File: src/rtl/ndp_result_packer.sv
// ndp_result_packer
// Packs narrow NDP result beats (lane 0 first) into wide output words with a
// byte keep and a last flag, buffered by a small output FIFO so that memory
// backpressure does not stall the core until the FIFO is full.
module ndp_result_packer #(
  parameter int C_IN_WIDTH  = 64,
  parameter int C_OUT_WIDTH = 512,
  parameter int FIFO_DEPTH  = 4
) (
  input  logic                     axi_aclk,
  input  logic                     axi_areset,
  input  logic [C_IN_WIDTH-1:0]    s_axis_tdata,
  input  logic                     s_axis_tvalid,
  input  logic                     s_axis_tlast,
  output logic                     s_axis_tready,
  output logic [C_OUT_WIDTH-1:0]   m_axis_tdata,
  output logic [C_OUT_WIDTH/8-1:0] m_axis_tkeep,
  output logic                     m_axis_tlast,
  output logic                     m_axis_tvalid,
  input  logic                     m_axis_tready,
  output logic                     packet_done,
  output logic [31:0]              word_count
);

  localparam int R  = C_OUT_WIDTH / C_IN_WIDTH;
  localparam int KW = C_OUT_WIDTH / 8;
  localparam int LB = C_IN_WIDTH / 8;
  localparam int IW = (R > 1) ? $clog2(R) : 1;
  localparam int AW = (FIFO_DEPTH > 1) ? $clog2(FIFO_DEPTH) : 1;

  logic [IW-1:0]          idx_q, idx_d;
  logic [C_OUT_WIDTH-1:0] acc_q, acc_d;
  logic [C_OUT_WIDTH-1:0] word_d;
  logic [KW-1:0]          keep_d;

  logic [C_OUT_WIDTH-1:0] mem_data [FIFO_DEPTH];
  logic [KW-1:0]          mem_keep [FIFO_DEPTH];
  logic                   mem_last [FIFO_DEPTH];

  logic [AW-1:0] wr_ptr_q, wr_ptr_d, rd_ptr_q, rd_ptr_d;
  logic [AW:0]   count_q, count_d;
  logic          packet_done_q, packet_done_d;
  logic [31:0]   word_count_q, word_count_d;

  logic full, empty, in_fire, lane_end, push, pop;

  // Ready depends only on the registered occupancy (never on m_axis_tready);
  // it is also held low while reset is applied.
  assign full          = (count_q == (AW+1)'(FIFO_DEPTH));
  assign empty         = (count_q == '0);
  assign s_axis_tready = ~full & ~axi_areset;
  assign in_fire       = s_axis_tvalid & s_axis_tready;
  assign lane_end      = (idx_q == IW'(R - 1)) | s_axis_tlast;
  assign push          = in_fire & lane_end;

  // Head of FIFO drives the master side; outputs read as zero while empty.
  assign m_axis_tvalid = ~empty;
  assign pop           = m_axis_tvalid & m_axis_tready;
  assign m_axis_tdata  = empty ? '0 : mem_data[rd_ptr_q];
  assign m_axis_tkeep  = empty ? '0 : mem_keep[rd_ptr_q];
  assign m_axis_tlast  = empty ? 1'b0 : mem_last[rd_ptr_q];
  assign packet_done   = packet_done_q;
  assign word_count    = word_count_q;

  // Merge the incoming beat into the accumulator and build the lane keep mask.
  always_comb begin
    word_d = acc_q;
    word_d[idx_q*C_IN_WIDTH +: C_IN_WIDTH] = s_axis_tdata;
    keep_d = '0;
    for (int l = 0; l < R; l++) begin
      if (l <= int'(idx_q)) keep_d[l*LB +: LB] = '1;
    end
    idx_d = idx_q;
    acc_d = acc_q;
    if (in_fire) begin
      if (lane_end) begin
        idx_d = '0;
        acc_d = '0;
      end else begin
        idx_d = idx_q + 1'b1;
        acc_d = word_d;
      end
    end
  end

  // FIFO pointer/occupancy and downstream statistics next-state.
  always_comb begin
    wr_ptr_d      = wr_ptr_q + AW'(push);
    rd_ptr_d      = rd_ptr_q + AW'(pop);
    count_d       = count_q;
    case ({push, pop})
      2'b10:   count_d = count_q + 1'b1;
      2'b01:   count_d = count_q - 1'b1;
      default: count_d = count_q;
    endcase
    packet_done_d = pop & m_axis_tlast;
    word_count_d  = word_count_q + 32'(pop);
  end

  // State registers; reset discards any partial word and all queued words.
  always_ff @(posedge axi_aclk or posedge axi_areset) begin
    if (axi_areset) begin
      idx_q         <= '0;
      acc_q         <= '0;
      wr_ptr_q      <= '0;
      rd_ptr_q      <= '0;
      count_q       <= '0;
      packet_done_q <= 1'b0;
      word_count_q  <= '0;
    end else begin
      idx_q         <= idx_d;
      acc_q         <= acc_d;
      wr_ptr_q      <= wr_ptr_d;
      rd_ptr_q      <= rd_ptr_d;
      count_q       <= count_d;
      packet_done_q <= packet_done_d;
      word_count_q  <= word_count_d;
    end
  end

  // FIFO storage; contents are only visible through the occupancy-gated head.
  always_ff @(posedge axi_aclk) begin
    if (push) begin
      mem_data[wr_ptr_q] <= word_d;
      mem_keep[wr_ptr_q] <= keep_d;
      mem_last[wr_ptr_q] <= s_axis_tlast;
    end
  end

endmodule
File: config.mk
export PLATFORM = sky130hd
export DESIGN_NAME = ndp_result_packer
export DESIGN_NICKNAME = d
export VERILOG_FILES = /design/src/rtl/ndp_result_packer.sv
export SDC_FILE = /design/constraint.sdc
export NUM_CORES = 2
export LEC_CHECK = 0
export ABC_AREA = 0
export CELL_PAD_IN_SITES_DETAIL_PLACEMENT = 1
export CELL_PAD_IN_SITES_GLOBAL_PLACEMENT = 2
export CORE_ASPECT_RATIO = 1.4
export CORE_MARGIN = 5
export CORE_UTILIZATION = 46
export CTS_BUF_LIST = sky130_fd_sc_hd__clkbuf_8
export CTS_CLUSTER_DIAMETER = 80
export DETAILED_ROUTE_END_ITERATION = 10
export GPL_TIMING_DRIVEN = 0
export PLACE_DENSITY = 0.92
export SYNTH_ARGS = -nofsm -noshare
export SYNTH_HDL_FRONTEND = slang
export SYNTH_SLANG_ARGS = --single-unit
File: constraint.sdc
create_clock -name axi_aclk -period 50.3 [get_ports axi_aclk]
set_input_delay 5.03 -clock axi_aclk [delete_from_list [all_inputs] [get_ports axi_aclk]]
set_output_delay 5.03 -clock axi_aclk [all_outputs]
set_load 0.02 [all_outputs]
Yosys cells after proc, flatten, opt, wreduce, memory -nomap -nowiden
Memories as Yosys holds them, arrays and structs flattened.
Index checks and enable logic that the tools add are counted.
- bitwise logic cells: 9
- eq/ne operators: 4
- muxes and demuxes: 16
- reductions and logical operators: 2
- magnitude comparators: 7
- add/sub/neg operators: 7
- shifts and indexed selects: 2
- operators by type and width (kind ; count):
    $mux W512 ; 2
    $bwmux W512 ; 1
    $shift A64 B34 Y512 const A ; 1
    $shiftx A64 B34 Y512 ; 1
    $mux W64 ; 1
    $mux W8 ; 7
    $neg A9 Y34 ; 1
    $add A32 B1 Y32 ; 1
    $le A3 B3 Y1 const A ; 4
    $add A3 B1 Y3 const B ; 2
    $eq A3 B3 Y1 const B ; 2
    $le A2 B3 Y1 const A ; 2
    $pmux W3 S2 ; 1
    $and A1 B1 Y1 ; 5
    $add A2 B1 Y2 ; 2
    $le A1 B3 Y1 const A ; 1
    $logic_not A3 Y1 ; 1
    $mux W1 ; 3
    $mux W3 ; 1
    $not A1 Y1 ; 3
    $sub A3 B1 Y3 const B ; 1
    $eq A2 B1 Y1 const B ; 1
    $eq A2 B2 Y1 const B ; 1
    $reduce_bool A2 Y1 ; 1
    $or A1 B1 Y1 ; 1
- memories kept: 3
- logic and storage cells: 57
- flip-flop bits (word level): 555
- input port bits: 69
- memory bits (writable): 2276
- memory list (name ; depth ; bits a word ; rd ports ; clocked after memory_dff ; wr ports ; RTL line ; RTL):
    mem_data ; 4 ; 512 ; 1 ; 0 ; 1 ; 36 ; logic [C_OUT_WIDTH-1:0] mem_data [FIFO_DEPTH];
    mem_keep ; 4 ; 56 ; 1 ; 0 ; 1 ; 37 ; logic [KW-1:0] mem_keep [FIFO_DEPTH];
    mem_last ; 4 ; 1 ; 1 ; 0 ; 1 ; 38 ; logic mem_last [FIFO_DEPTH];

Logic depth before layout (Yosys ltp)
- depth after elaboration: 7
- depth in mapped cells: 11
- depth with buffers taken out: 10

Worst setup path before layout
No wires, ideal clock.
- path type: input -> register
- start point: input axi_areset
- end point: memory mem_data[1][0], enable pin
- arrival time: 55675 ps
- cell stages on the path: 5
- required time: 48152 ps
- slack: -7523 ps
- cell sequence: inv_1 > and3_1 > clkbuf_1 > nand2_1 > nor3b_1
- cells in the longest elaborated chain, start to end: 6
- RTL lines (element ; RTL line ; RTL):
    start, declared ; 11 ; input logic axi_areset,
    $not A1 Y1 ; 51 ; assign s_axis_tready = ~full & ~axi_areset;
    $and A1 B1 Y1 ; 51 ;
    $and A1 B1 Y1 ; 52 ; assign in_fire = s_axis_tvalid & s_axis_tready;
    $and A1 B1 Y1 ; 54 ; assign push = in_fire & lane_end;
    $mux W1 ; 123 ; if (push) begin
    $mux W1 (not written as such) ; 124 ; mem_data[wr_ptr_q] <= word_d;
    end, declared ; 36 ;
Every way passes these cells.

Worst setup path after layout
- start point: input axi_areset
- end point: output s_axis_tready
- cells in the longest elaborated chain, start to end: 2
- RTL lines (element ; RTL line ; RTL):
    $not A1 Y1 ; 51 ;
    $and A1 B1 Y1 ; 51 ;
    end, declared ; 15 ; output logic s_axis_tready,
Every way passes these cells.

==> impl_results.md <==
* FILL cells at 20700
* TritonCTS clock tree: done
* Sw Pwr at 2.64 mW
* Final Hold Vio Count at 0
* Syn_nets at 5988
* Synth top area share at 0.596
* Synthesized area at 105000 um^2
* Tcrit/Tclk final at 0.240
* Routed length per instance at 33.4 um
* Post-synthesis area per instance at 17.7 um^2
* Area of the multi-input gates at 26400 um^2
* Fraction of layout cells with a size suffix above 1 at 0.201
* WL met1 at 126 mm
* YS warnings at 0
* Setup TNS at 0 ps
* Worst R2R Path Depth at 9
* GPL Wtd Cong at 0.831
* Dominant cell by count in the synthesized netlist: edfxtp_1
* Area leader, netlist: edfxtp_1
* Delay-heaviest family, CP: buffers and inverters
* First-pass GRT wire length at 498 mm
* Post-CTS setup buffers at 0
* Worst-path clk slew at 70 ps
* Non-Filler Instances at 10500
* Area added between synthesis and finish at 20.7%
* Logic pwr share at 0.405
* Pwr/cell area at 57.9 nW/um^2
* Worst hold path class: reg2reg
* Worst skew pair latency at 1020 ps
* Slew headroom at -0.0482
* Final setup viols at 0
* Seq cells post-synth at 2635
* Max Freq at 82.9 MHz
* Synth cell types at 39
* Sequential Power Share at 0.356
* Startpoint types: input pin
* Largest net degree at the start of global routing at 114
* IO Count at 681
* Slowest CP cell: clkdlybuf4s50_1
* 1st-pass router iterations at 5
* Worst reg2reg path endpoint: mem_data[0][75]
* WHS Path Cells at 1
* # nets final at 7209
* Total Routing Usage GR at 0.292
* Row Count at 207
* Largest cells by area after synthesis: edfxtp_1 60%, dfrtp_1 13%, mux4_2 11%
* Critical Path Max Stage Delay at 750 ps
* Post-CTS Resized at 0
* Crit path capture type: output pin
* RSZ-0062 raised after global routing: no
* R2r setup slk at 44940 ps
* Most frequent cells after synthesis: 2080 x edfxtp_1, 597 x nand2_1, 555 x dfrtp_1, 523 x and2_1, 520 x mux4_2
* Layout Skew at 78.1 ps
* Reg-to-reg critical path startpoint: idx_q[0]
* Setup CP Type: in2out
* Hold Path Sink: word_count[31]
* Post-Place Cells at 9759
* Static Leak at 42.7 nW
* DR WL met3 at 33.4 mm
* H-tree Lvls at 5
* Min Tclk post-route at 12070 ps
* Status: finished, violations left
* Routed Wire Length at 352 mm
* Critical Path AT at 7040 ps
* Port buffer count at 680
* Register area at 76300 um^2
* DR WL met2 at 168 mm
* HP Start: word_count[31]
* Number of clock sinks at 2635
* Max VDD drop at 0.0467 mV
* Root Buffer Master: clkbuf_8
* TritonCTS buffer count at 394
* Max Slew Vio Count at 40
* Residual DRC at 0
* Cell chain of the critical path: clkdlybuf4s50_1 > a21oi_1 > clkdlybuf4s50_1
* Die Y at 575 um
* Detail Route Antenna Nets at 0
* Clock Tree Buf Depth at 4
* Worst path required time at 45270 ps
* Number of max-cap violations at 4
* Failing checks: capacitance limit, slew limit
* Antenna violations before repair at 44
* Primary FF master, synth: edfxtp_1
* Number of synthesized flops with an enable pin at 2080
* Ys async rst share at 0.211
* Worst path buffer plus inverter count at 2
* Crit Path Max Fanout at 2
* Starting Density at 0.462
* Initial DRC Count at 7546
* Post-Syn Instances at 5905
* Core Area at 227000 um^2
* Switching Share at 0.360
* Clock power frac at 0.239
* Worst path most repeated cell: clkdlybuf4s50_1
* DR vias/cell at 6.03
* Internal at 4.68 mW
* Die W at 413 um
* Detail Placement HPWL at 242 mm
* Vias at 63600
* DIE AREA at 237000 um^2
* DR top layer: met5
* Seq/Total Area, Yosys at 0.729
* Vias in the first global route at 67500
* Hold_buf cts at 0
* GR Overflow Total at 0
* Measured slew at the worst slew-check pin at 1570 ps
-- registers in the layout (all words and copies together), names as in the netlist --
| signal | cells |
|---|---|
| wr_ptr_q | 2 |
| acc_q | 512 |
| count_q | 3 |
| idx_q | 3 |
| mem_data | 2048 |
| mem_last | 4 |
| word_count | 32 |
| mem_keep | 28 |
| packet_done | 1 |
| rd_ptr_q | 2 |
-- layer usage --
layer | track usage | up-vias
li1 | - | 25600
met1 | 0.365 | 33600
met2 | 0.469 | 3668
met3 | 0.0688 | 767
met4 | 0.170 | 12
met5 | 0 | -
-- power by group through the flow --
stage	Combinational, mW	Clock [mW]	Sequential (mW)
6_report	2.97	1.75	2.60
5_1_grt	3.10	1.89	2.61
4_1_cts	2.99	1.77	2.60
3_5_place_dp	2.96	0	2.65
3_3_place_gp	2.86	0	2.77
2_1_floorplan	1.56	0	2.70
-- worst register-to-register path, cell delays in order (launching register included) --
cell and delay (ps):
dfrtp_1 570, inv_1 260, ha_1 550, and2_1 180, clkbuf_1 600, nor2b_1 910, clkbuf_1 520, buf_1 530
nand2_1 290, o21ai_0 680
-- through the flow --
| stage | hold WS (ps) | instance area [um^2] | setup slack [ps] | utilization | total power, mW |
|---|---|---|---|---|---|
| after global routing | 494 | 126000 | 38330 | 0.557 | 7.60 |
| after CTS | 479 | 126000 | 38340 | 0.557 | 7.36 |
| after global placement | 461 | 115000 | -12500 | 0.508 | 5.63 |
| after detailed placement | 466 | 118000 | 38350 | 0.522 | 5.61 |
| after floorplan | 456 | 105000 | 11040 | - | 4.26 |
| final | 479 | 126000 | 38230 | 0.557 | 7.32 |
-- cell type report --
class                           count  area share
Antenna cell                       53     0.00105
Buffer                            451      0.0161
Clock buffer                      452      0.0492
Clock inverter                    276      0.0124
Inverter                           12    0.000416
Multi-Input combinational cell   2807       0.209
Sequential cell                  2635       0.604
Tap cell                         3030      0.0300
Timing Repair Buffer              825      0.0781
-- worst max path at each step --
stage	startpoint	endpoint	slack, ps	depth (start not counted)
after global routing	axi_areset	s_axis_tready	38330	3
after detailed placement	axi_areset	s_axis_tready	38350	3
after floorplan	axi_areset	mem_data[1][0]	11040	5
after global placement	axi_areset	mem_data[1][461]	-12500	6
after CTS	axi_areset	s_axis_tready	38340	3
final	axi_areset	s_axis_tready	38230	3
-- cells by family (layout without fill, tap and decap cells) --
kind of cell | Yosys count | after routing | share of synthesized area
AO/OA/AOI/OAI | 910 | 910 | 0.0618
XOR/XNOR | 35 | 35 | 0.00293
multiplexers | 650 | 650 | 0.128
adder cells (fa/ha/maj) | 14 | 14 | 0.00174
buffers and inverters | 463 | 2016 | 0.0197
AND/OR/NAND/NOR | 1198 | 1198 | 0.0570
other | 0 | 53 | 0
flip-flops | 2635 | 2635 | 0.729
-- layout by cell type, fill, tap and decap left out, types with 4 or more instances in the layout --
cell and count:
edfxtp_1 2080, clkdlybuf4s50_1 669, nand2_1 597, dfrtp_1 555, and2_1 523, mux4_2 520
clkbuf_8 452, o21ai_0 387, o2bb2ai_1 384, clkbuf_1 219, inv_1 144, a22o_1 128
buf_1 110, buf_16 76, mux2_2 69, clkinv_2 62, buf_8 62, mux2_4 60
buf_2 59, buf_4 59, diode_2 53, clkinv_1 43, xnor2_1 27, nand3_1 24
ha_1 13, clkinvlp_4 13, and3_1 12, nor2_1 11, bufinv_16 11, clkbuf_2 10
buf_6 9, nand4_1 8, xor2_1 8, inv_6 6, o21ai_2 5, or2_2 4
a21oi_1 4, inv_12 4
Power figures use the tool's default switching activity.
